**config.mk**
```make
export PLATFORM = sky130hd
export DESIGN_NAME = sdram_frame_reader
export DESIGN_NICKNAME = d
export VERILOG_FILES = /design/src/rtl/sdram_frame_reader.sv
export SDC_FILE = /design/constraint.sdc
export NUM_CORES = 1
export LEC_CHECK = 0
export BUFFER_PORTS_ARGS = -buffer_cell sky130_fd_sc_hd__clkbuf_2
export CAP_MARGIN = 15
export CORE_ASPECT_RATIO = 1.5
export CORE_MARGIN = 5
export CORE_UTILIZATION = 45
export CTS_CLUSTER_DIAMETER = 100
export CTS_CLUSTER_SIZE = 30
export DETAILED_ROUTE_END_ITERATION = 12
export HOLD_SLACK_MARGIN = 0.02
export PLACE_DENSITY = 0.7
export SKIP_LAST_GASP = 1
export SLEW_MARGIN = 25
export SYNTH_ARGS = -nofsm -noshare
export SYNTH_HDL_FRONTEND = slang
export SYNTH_SLANG_ARGS = --single-unit
export TNS_END_PERCENT = 20
```
**constraint.sdc**
```tcl
create_clock -name S_CLK -period 3.1 [get_ports S_CLK]
set_input_delay 0.62 -clock S_CLK [delete_from_list [all_inputs] [get_ports S_CLK]]
set_output_delay 0.62 -clock S_CLK [all_outputs]
set_load 0.01 [all_outputs]
```
**src/rtl/sdram_frame_reader.sv**
```systemverilog
// sdram_frame_reader: bursts a frame out of SDRAM into read_fifo and streams it through a 2-entry skid buffer
module sdram_frame_reader #(
    parameter int          BURST_LEN   = 256,
    parameter int          FRAME_WORDS = 76800,
    parameter logic [19:0] BASE_ADDR   = 20'h0,
    parameter int          FIFO_THRESH = 256
) (
    input  logic        S_CLK,
    input  logic        RST,
    input  logic        rd_enable,
    input  logic        frame_start,
    input  logic [1:0]  rd_bank,
    output logic        read_req,
    input  logic        read_ack,
    output logic [19:0] sdram_addr,
    output logic [1:0]  sys_bank,
    input  logic [8:0]  fifo_wrusedw,
    input  logic        fifo_rdempty,
    output logic        fifo_rdreq,
    input  logic [15:0] fifo_q,
    output logic [15:0] pix_data,
    output logic        pix_valid,
    input  logic        pix_ready,
    output logic        frame_done,
    output logic [15:0] underrun_cnt
);
    localparam logic [19:0] LAST_ADDR = 20'(BASE_ADDR + FRAME_WORDS - BURST_LEN);
    localparam logic [19:0] STEP      = 20'(BURST_LEN);

    typedef enum logic [1:0] {IDLE, REQ, SETTLE} state_t;

    state_t      state;
    logic        settle_cnt;
    logic        restart_pend;
    logic [1:0]  bank_latch;
    logic [1:0]  cnt;
    logic        inflight;
    logic [15:0] spare;
    logic        started;
    logic        pop;
    logic [1:0]  slot;

    // Burst request FSM; a pending restart is only applied once back in IDLE so a running burst always completes
    always_ff @(posedge S_CLK or posedge RST) begin
        if (RST) begin
            state        <= IDLE;
            settle_cnt   <= 1'b0;
            restart_pend <= 1'b0;
            bank_latch   <= 2'd0;
            read_req     <= 1'b0;
            sdram_addr   <= BASE_ADDR;
            sys_bank     <= 2'd0;
            frame_done   <= 1'b0;
        end else begin
            frame_done <= 1'b0;
            case (state)
                IDLE: begin
                    if (restart_pend) begin
                        sdram_addr   <= BASE_ADDR;
                        sys_bank     <= bank_latch;
                        restart_pend <= 1'b0;
                    end else if (rd_enable && 32'(fifo_wrusedw) < FIFO_THRESH) begin
                        state    <= REQ;
                        read_req <= 1'b1;
                    end
                end
                REQ: begin
                    if (read_ack) begin
                        read_req   <= 1'b0;
                        state      <= SETTLE;
                        settle_cnt <= 1'b0;
                        if (sdram_addr == LAST_ADDR) begin
                            sdram_addr <= BASE_ADDR;
                            sys_bank   <= rd_bank;
                            frame_done <= 1'b1;
                        end else begin
                            sdram_addr <= sdram_addr + STEP;
                        end
                    end
                end
                SETTLE: begin
                    settle_cnt <= 1'b1;
                    if (settle_cnt) state <= IDLE;
                end
                default: state <= IDLE;
            endcase
            if (frame_start) begin
                restart_pend <= 1'b1;
                bank_latch   <= rd_bank;
            end
        end
    end

    // Pop only while the skid entries plus the word in flight can never exceed two
    always_comb begin
        pop        = pix_valid & pix_ready;
        slot       = cnt - {1'b0, pop};
        fifo_rdreq = !RST && !fifo_rdempty && (slot + {1'b0, inflight}) < 2'd2;
    end

    assign pix_valid = |cnt;

    // Skid buffer: pix_data is the head entry, spare the second; arriving words land after any pop this cycle
    always_ff @(posedge S_CLK or posedge RST) begin
        if (RST) begin
            cnt      <= 2'd0;
            inflight <= 1'b0;
            pix_data <= 16'd0;
            spare    <= 16'd0;
        end else begin
            inflight <= fifo_rdreq;
            cnt      <= cnt + {1'b0, inflight} - {1'b0, pop};
            if (pop) pix_data <= spare;
            if (inflight && slot == 2'd0) pix_data <= fifo_q;
            if (inflight && slot == 2'd1) spare <= fifo_q;
        end
    end

    // Underrun counter only starts once the consumer has taken its first pixel
    always_ff @(posedge S_CLK or posedge RST) begin
        if (RST) begin
            started      <= 1'b0;
            underrun_cnt <= 16'd0;
        end else begin
            if (pop) started <= 1'b1;
            if (started && pix_ready && !pix_valid && underrun_cnt != 16'hFFFF)
                underrun_cnt <= underrun_cnt + 16'd1;
        end
    end
endmodule
```
Word level (Yosys, flattened, before mapping)
Cells that the tools add are included.
{"block": "totals", "word_cells": 82, "regBits": 82}
{"block": "op_classes", "bitwise_logic": 1, "reduce_logical": 23, "addsub": 6, "mux": 25, "order_cmp": 2, "n_eq_ne": 11}
{"operator": "two-way mux 20 bit", "n": 3}
{"operator": "case mux 20 bit (2 select lines)", "n": 1}
{"operator": "two-way mux 16 bit", "n": 2}
{"operator": "adder 20 x 9 -> 20 bit, second input constant", "n": 1}
{"operator": "== test 20 x 17 -> 1 bit, second input constant", "n": 1}
{"operator": "adder 16 x 1 -> 16 bit, second input constant", "n": 1}
{"operator": "inequality test 16 bit, second input constant", "n": 1}
{"operator": "two-way mux 2 bit", "n": 7}
{"operator": "inequality test 2 bit, second input constant", "n": 6}
{"operator": "AND reduction 4 bit", "n": 3}
{"operator": "less-than comparator 9 bit, second input constant", "n": 1}
{"operator": "logical AND 1 bit", "n": 8}
{"operator": "two-way mux 1 bit", "n": 8}
{"operator": "nonzero test 2 bit", "n": 4}
{"operator": "case mux 2 bit (3 select lines)", "n": 1}
{"operator": "adder 2 x 1 -> 2 bit", "n": 2}
{"operator": "== test 2 x 1 -> 1 bit, second input constant", "n": 2}
{"operator": "logical NOT 2 bit", "n": 2}
{"operator": "case mux 1 bit (2 select lines)", "n": 2}
{"operator": "case mux 2 bit (2 select lines)", "n": 1}
{"operator": "subtractor 2 x 1 -> 2 bit", "n": 2}
{"operator": "logical NOT 1 bit", "n": 3}
{"operator": "AND reduction 3 bit", "n": 1}
{"operator": "== test 2 bit, second input constant", "n": 1}
{"operator": "other kinds (4)", "n": 4}

Depth between registers and ports, before layout
{"block": "logic_depth", "depth_word": 6, "depth_mapped": 12, "depth_no_buf": 9}

Worst setup path before layout
OpenSTA, ideal clock, no wires.
{"block": "synth_path", "path_type": "register to output", "start": "register cnt[1]", "end": "output port fifo_rdreq", "arrival_ns": 2.140, "n_path_buf": 1, "stages_incl_launch_ff": 10, "slack_ns": 0.340, "required_ns": 2.480, "cell_sequence": "dfrtp_1 nor2_1 inv_1 nand2_1 buf_2 inv_1 ha_1 xnor2_1 xnor2_1 nor3_1"}
{"block": "synth_via", "elab_chain_len": 6}
{"element": "from (decl)", "line": "36", "text": "logic [1:0] cnt;"}
{"element": "from (signal assigned)", "line": "112", "text": "cnt <= cnt + {1'b0, inflight} - {1'b0, pop};"}
{"element": "OR reduction 2 bit", "line": "101", "text": "assign pix_valid = |cnt;"}
{"element": "named net pix_valid", "line": "22", "text": "output logic pix_valid,"}
{"element": "bitwise AND 1 bit", "line": "96", "text": "pop = pix_valid & pix_ready;"}
{"element": "named net pop", "line": "40", "text": "logic pop;"}
{"element": "subtractor 2 x 1 -> 2 bit", "line": "97", "text": "slot = cnt - {1'b0, pop};"}
{"element": "adder 2 x 1 -> 2 bit", "line": "98", "text": "fifo_rdreq = !RST && !fifo_rdempty && (slot + {1'b0, inflight}) < 2'd2;"}
{"element": "less-than comparator 2 bit", "line": "98"}
{"element": "logical AND 1 bit", "line": "98"}
{"element": "to (decl)", "line": "19", "text": "output logic fifo_rdreq,"}
The timed path passes the listed nets, and every way through them passes these cells.

Worst setup path in the final report
{"block": "layout_path", "start": "register cnt[1]", "end": "output port fifo_rdreq"}
{"block": "layout_via", "elab_chain_len": 6}
{"element": "OR reduction 2 bit", "line": "101"}
{"element": "bitwise AND 1 bit", "line": "96"}
{"element": "named net pop", "line": "40"}
{"element": "subtractor 2 x 1 -> 2 bit", "line": "97"}
{"element": "adder 2 x 1 -> 2 bit", "line": "98"}
{"element": "less-than comparator 2 bit", "line": "98"}
{"element": "logical AND 1 bit", "line": "98"}
The timed path passes the listed nets, and every way through them passes these cells.

==> impl_metrics.env <==
export IMPL_avgSynthCellArea_sq_um=10.8
export IMPL_finalClockSkew_ps=4.55
export IMPL_start_util_pct=46.3
export IMPL_cp_arrival_ps=2070
export IMPL_antenna_cells=0
export IMPL_firstDrtPassIters=6
export IMPL_ir_worst_vdd_mv=0.367
export IMPL_worst_path_buf_inv=3
export IMPL_antenna_found_initial=0
export IMPL_critPathMaxStageDelay_ps=430
export IMPL_hpwl_mm=5.37
export IMPL_die_w_um=82.2
export IMPL_syn2layout_area_growth_pct=22.4
export IMPL_post_route_drc_count=0
export IMPL_overflow=0
export IMPL_viasPerCell=5.21
export IMPL_syn_cell_area_sq_um=3520
export IMPL_worstSetupStartpoint="cnt[1]$_DFF_PP0_"
export IMPL_maxCapViolations=0
export IMPL_multi_input_area_sq_um=1540
export IMPL_worstPathMaxFanout=4
export IMPL_pin_count=92
export IMPL_yosysSeqAreaShare_pct=52.6
export IMPL_r2r_end="sdram_addr[14]$_DFFE_PP0P_"
export IMPL_synth_distinct_cells=43
export IMPL_outcome="complete, no violations"
export IMPL_required_ps=2480
export IMPL_die_h_um=118
export IMPL_drive_gt1_share_pct=29.8
export IMPL_cp_depth=9
export IMPL_die_area_sq_um=9730
export IMPL_regArea_sq_um=1850
export IMPL_synth_edff_count=0
export IMPL_final_max_slew_violation_count=0
export IMPL_clk_latency_ps=330
export IMPL_reg2reg_depth=5
export IMPL_min_period_ps=2690
export IMPL_first_global_vias=2701
export IMPL_drt_iter0_markers=105
export IMPL_nets=444
export IMPL_cts_root_buf="clkbuf_16"
export IMPL_holdBufCountCts=0
export IMPL_post_synth_inst_count=326
export IMPL_cpMaxStageDelayCell="dfrtp_1"
export IMPL_wirelength_mm=7.65
export IMPL_r2r_start="sdram_addr[8]$_DFFE_PP0P_"
export IMPL_synth_seq_cells=74
export IMPL_numCtsBuffers=9
export IMPL_clk_path_buf_depth=2
export IMPL_wire_per_inst_um=14.9
export IMPL_worstSetupPathType="reg -> out"
export IMPL_timing_slew_headroom_pct=57.5
export IMPL_cts_tree="done"
export IMPL_portBuffers=75
export IMPL_placementRows=39
export IMPL_powerDensity_nw_per_um2=827
export IMPL_max_clock_freq_mhz=372
export IMPL_end_kind="output port"
export IMPL_routabilityCongestion=0.873
export IMPL_track_usage_pct=16.7
export IMPL_synth_flop_cell="dfrtp_1"
export IMPL_cts_sinks=74
export IMPL_ys_warn_count=0
export IMPL_hold_viol=0
export IMPL_tns_ps=0
export IMPL_dr_total_vias=2670
export IMPL_antenna_left=0
export IMPL_cp_start_kind="flop"
export IMPL_cts_resized=0
export IMPL_rrSetupSlack_ps=920
export IMPL_crit_family="simple AND/OR/NAND/NOR gates"
export IMPL_core_area_sq_um=7610
export IMPL_finalCritPeriodShare_pct=86.7
export IMPL_crit_end="fifo_rdreq"
export IMPL_ys_async_sr_fraction_pct=100
export IMPL_clk_pin_slew_worst_paths_ps=50
export IMPL_holdCritPathClass="in -> async"
export IMPL_rsz0062_at_grt="no"
export IMPL_crit_chain="nor2_1 > inv_1 > nand2_1 > inv_1 > ha_1 > xnor2_1 > xnor2_1 > nor3_1 > clkbuf_2"
export IMPL_cts_setup_buffers=0
export IMPL_htree_levels=3
export IMPL_grt_max_degree=74
export IMPL_power_leakage_uw=0.00206
export IMPL_nFillCells=674
export IMPL_grt_pass1_wl_mm=12.7
export IMPL_setup_viol=0
export IMPL_finish_utilization_pct=56.6
export IMPL_worst_pin_slew_ps=632
==> placed cells by master, fill, tap and decap left out, types with 9 or more instances in the layout <==
cell type | netlist | final
clkbuf_16 | 0 | 9
nor2_1 | 11 | 11
nand3_1 | 9 | 9
inv_1 | 12 | 11
nand2_1 | 38 | 38
clkbuf_2 | 0 | 75
mux2i_1 | 19 | 19
dfrtp_1 | 74 | 74
mux2_2 | 19 | 19
nor4_1 | 9 | 9
o21ai_0 | 28 | 28
a21oi_1 | 15 | 15
xor2_1 | 13 | 13
==> where the power goes <==
group | internal, uW | switching [uW] | total (uW)
sequential | 1270 | 212 | 1490
clock | 712 | 373 | 1080
combinational | 474 | 520 | 994
total | 2460 | 1100 | 3560
==> through the flow <==
| step | cell area, sq um | instances | total power [uW] | hold slack, ps | worst slack, ps |
|---|---|---|---|---|---|
| floorplan | 3550 | 333 | 2150 | 436 | 340 |
| global placement | 3990 | 496 | 2460 | 442 | 727 |
| detailed placement | 3990 | 496 | 2510 | 455 | 687 |
| CTS | 4310 | 512 | 3610 | 122 | 390 |
| global route | 4310 | 512 | 3810 | 124 | 198 |
| finish | 4310 | 512 | 3560 | 135 | 411 |
==> state kept, by name, summed over array words and instances (netlist names) <==
name          flops
pix_data         16
spare            16
underrun_cnt     16
sdram_addr       12
bank_latch        2
cnt               2
state             2
sys_bank          2
frame_done        1
inflight          1
read_req          1
restart_pend      1
settle_cnt        1
started           1
==> worst min-delay path by stage <==
| stage | from | end | slack, ps |
|---|---|---|---|
| floorplan | settle_cnt$_DFFE_PP0P_ | state[1]$_DFFE_PP0P_ | 440 |
| global placement | settle_cnt$_DFFE_PP0P_ | state[1]$_DFFE_PP0P_ | 440 |
| detailed placement | settle_cnt$_DFFE_PP0P_ | state[1]$_DFFE_PP0P_ | 450 |
| CTS | RST | inflight$_DFF_PP0_ | 120 |
| global route | RST | inflight$_DFF_PP0_ | 120 |
| finish | RST | inflight$_DFF_PP0_ | 140 |
==> cell usage after synthesis, drive strengths merged (7+ instances only) <==
master   n  area share [%]
dfrtp   74              53
nand2   38             4.0
clkbuf   7            0.75
o21ai   28             4.0
inv     12             1.3
nand3   10             1.6
xor2    13             3.2
nor2    11             1.2
buf     12             2.3
a21oi   15             2.1
mux2    19             6.1
mux2i   19             5.4
nor4     9             1.6
==> cell type report <==
| cell class | instances | share of cell area (%) |
|---|---|---|
| sequential | 74 | 43.0 |
| tap | 102 | 2.96 |
| timing repair buffer | 80 | 9.87 |
| inverter | 12 | 1.04 |
| multi-input combinational | 228 | 35.8 |
| clock buffer | 15 | 6.68 |
| clock inverter | 1 | 0.697 |
==> cells by family (layout without fill, tap and decap cells) <==
| logic type | after synthesis | count (layout) | synth area share [%] |
|---|---|---|---|
| flip-flops | 74 | 74 | 52.6 |
| other | 1 | 8 | 0.106 |
| XOR/XNOR | 19 | 19 | 4.72 |
| multiplexers | 38 | 38 | 11.5 |
| AO/OA/AOI/OAI | 59 | 59 | 10.2 |
| buffers and inverters | 31 | 108 | 4.37 |
| adder cells (fa/ha/maj) | 5 | 5 | 1.78 |
| AND/OR/NAND/NOR | 99 | 99 | 14.8 |
==> worst register-to-register path, cell delays in order, from the launching register on <==
cell     delay [ps]
dfrtp_1         430
ha_1            270
or4bb_1         590
o31ai_4         360
nor2_1          180
a22o_1          250
==> routing by layer <==
layer,vias to the layer above,global-route usage [%],part of all wire (%)
met1,1284,20.2,42
met5,-,0,0
met3,15,4.41,5.8
met4,0,7.69,2.3
li1,1299,-,-
met2,72,27.1,50
(Power assumes the default switching activity.)
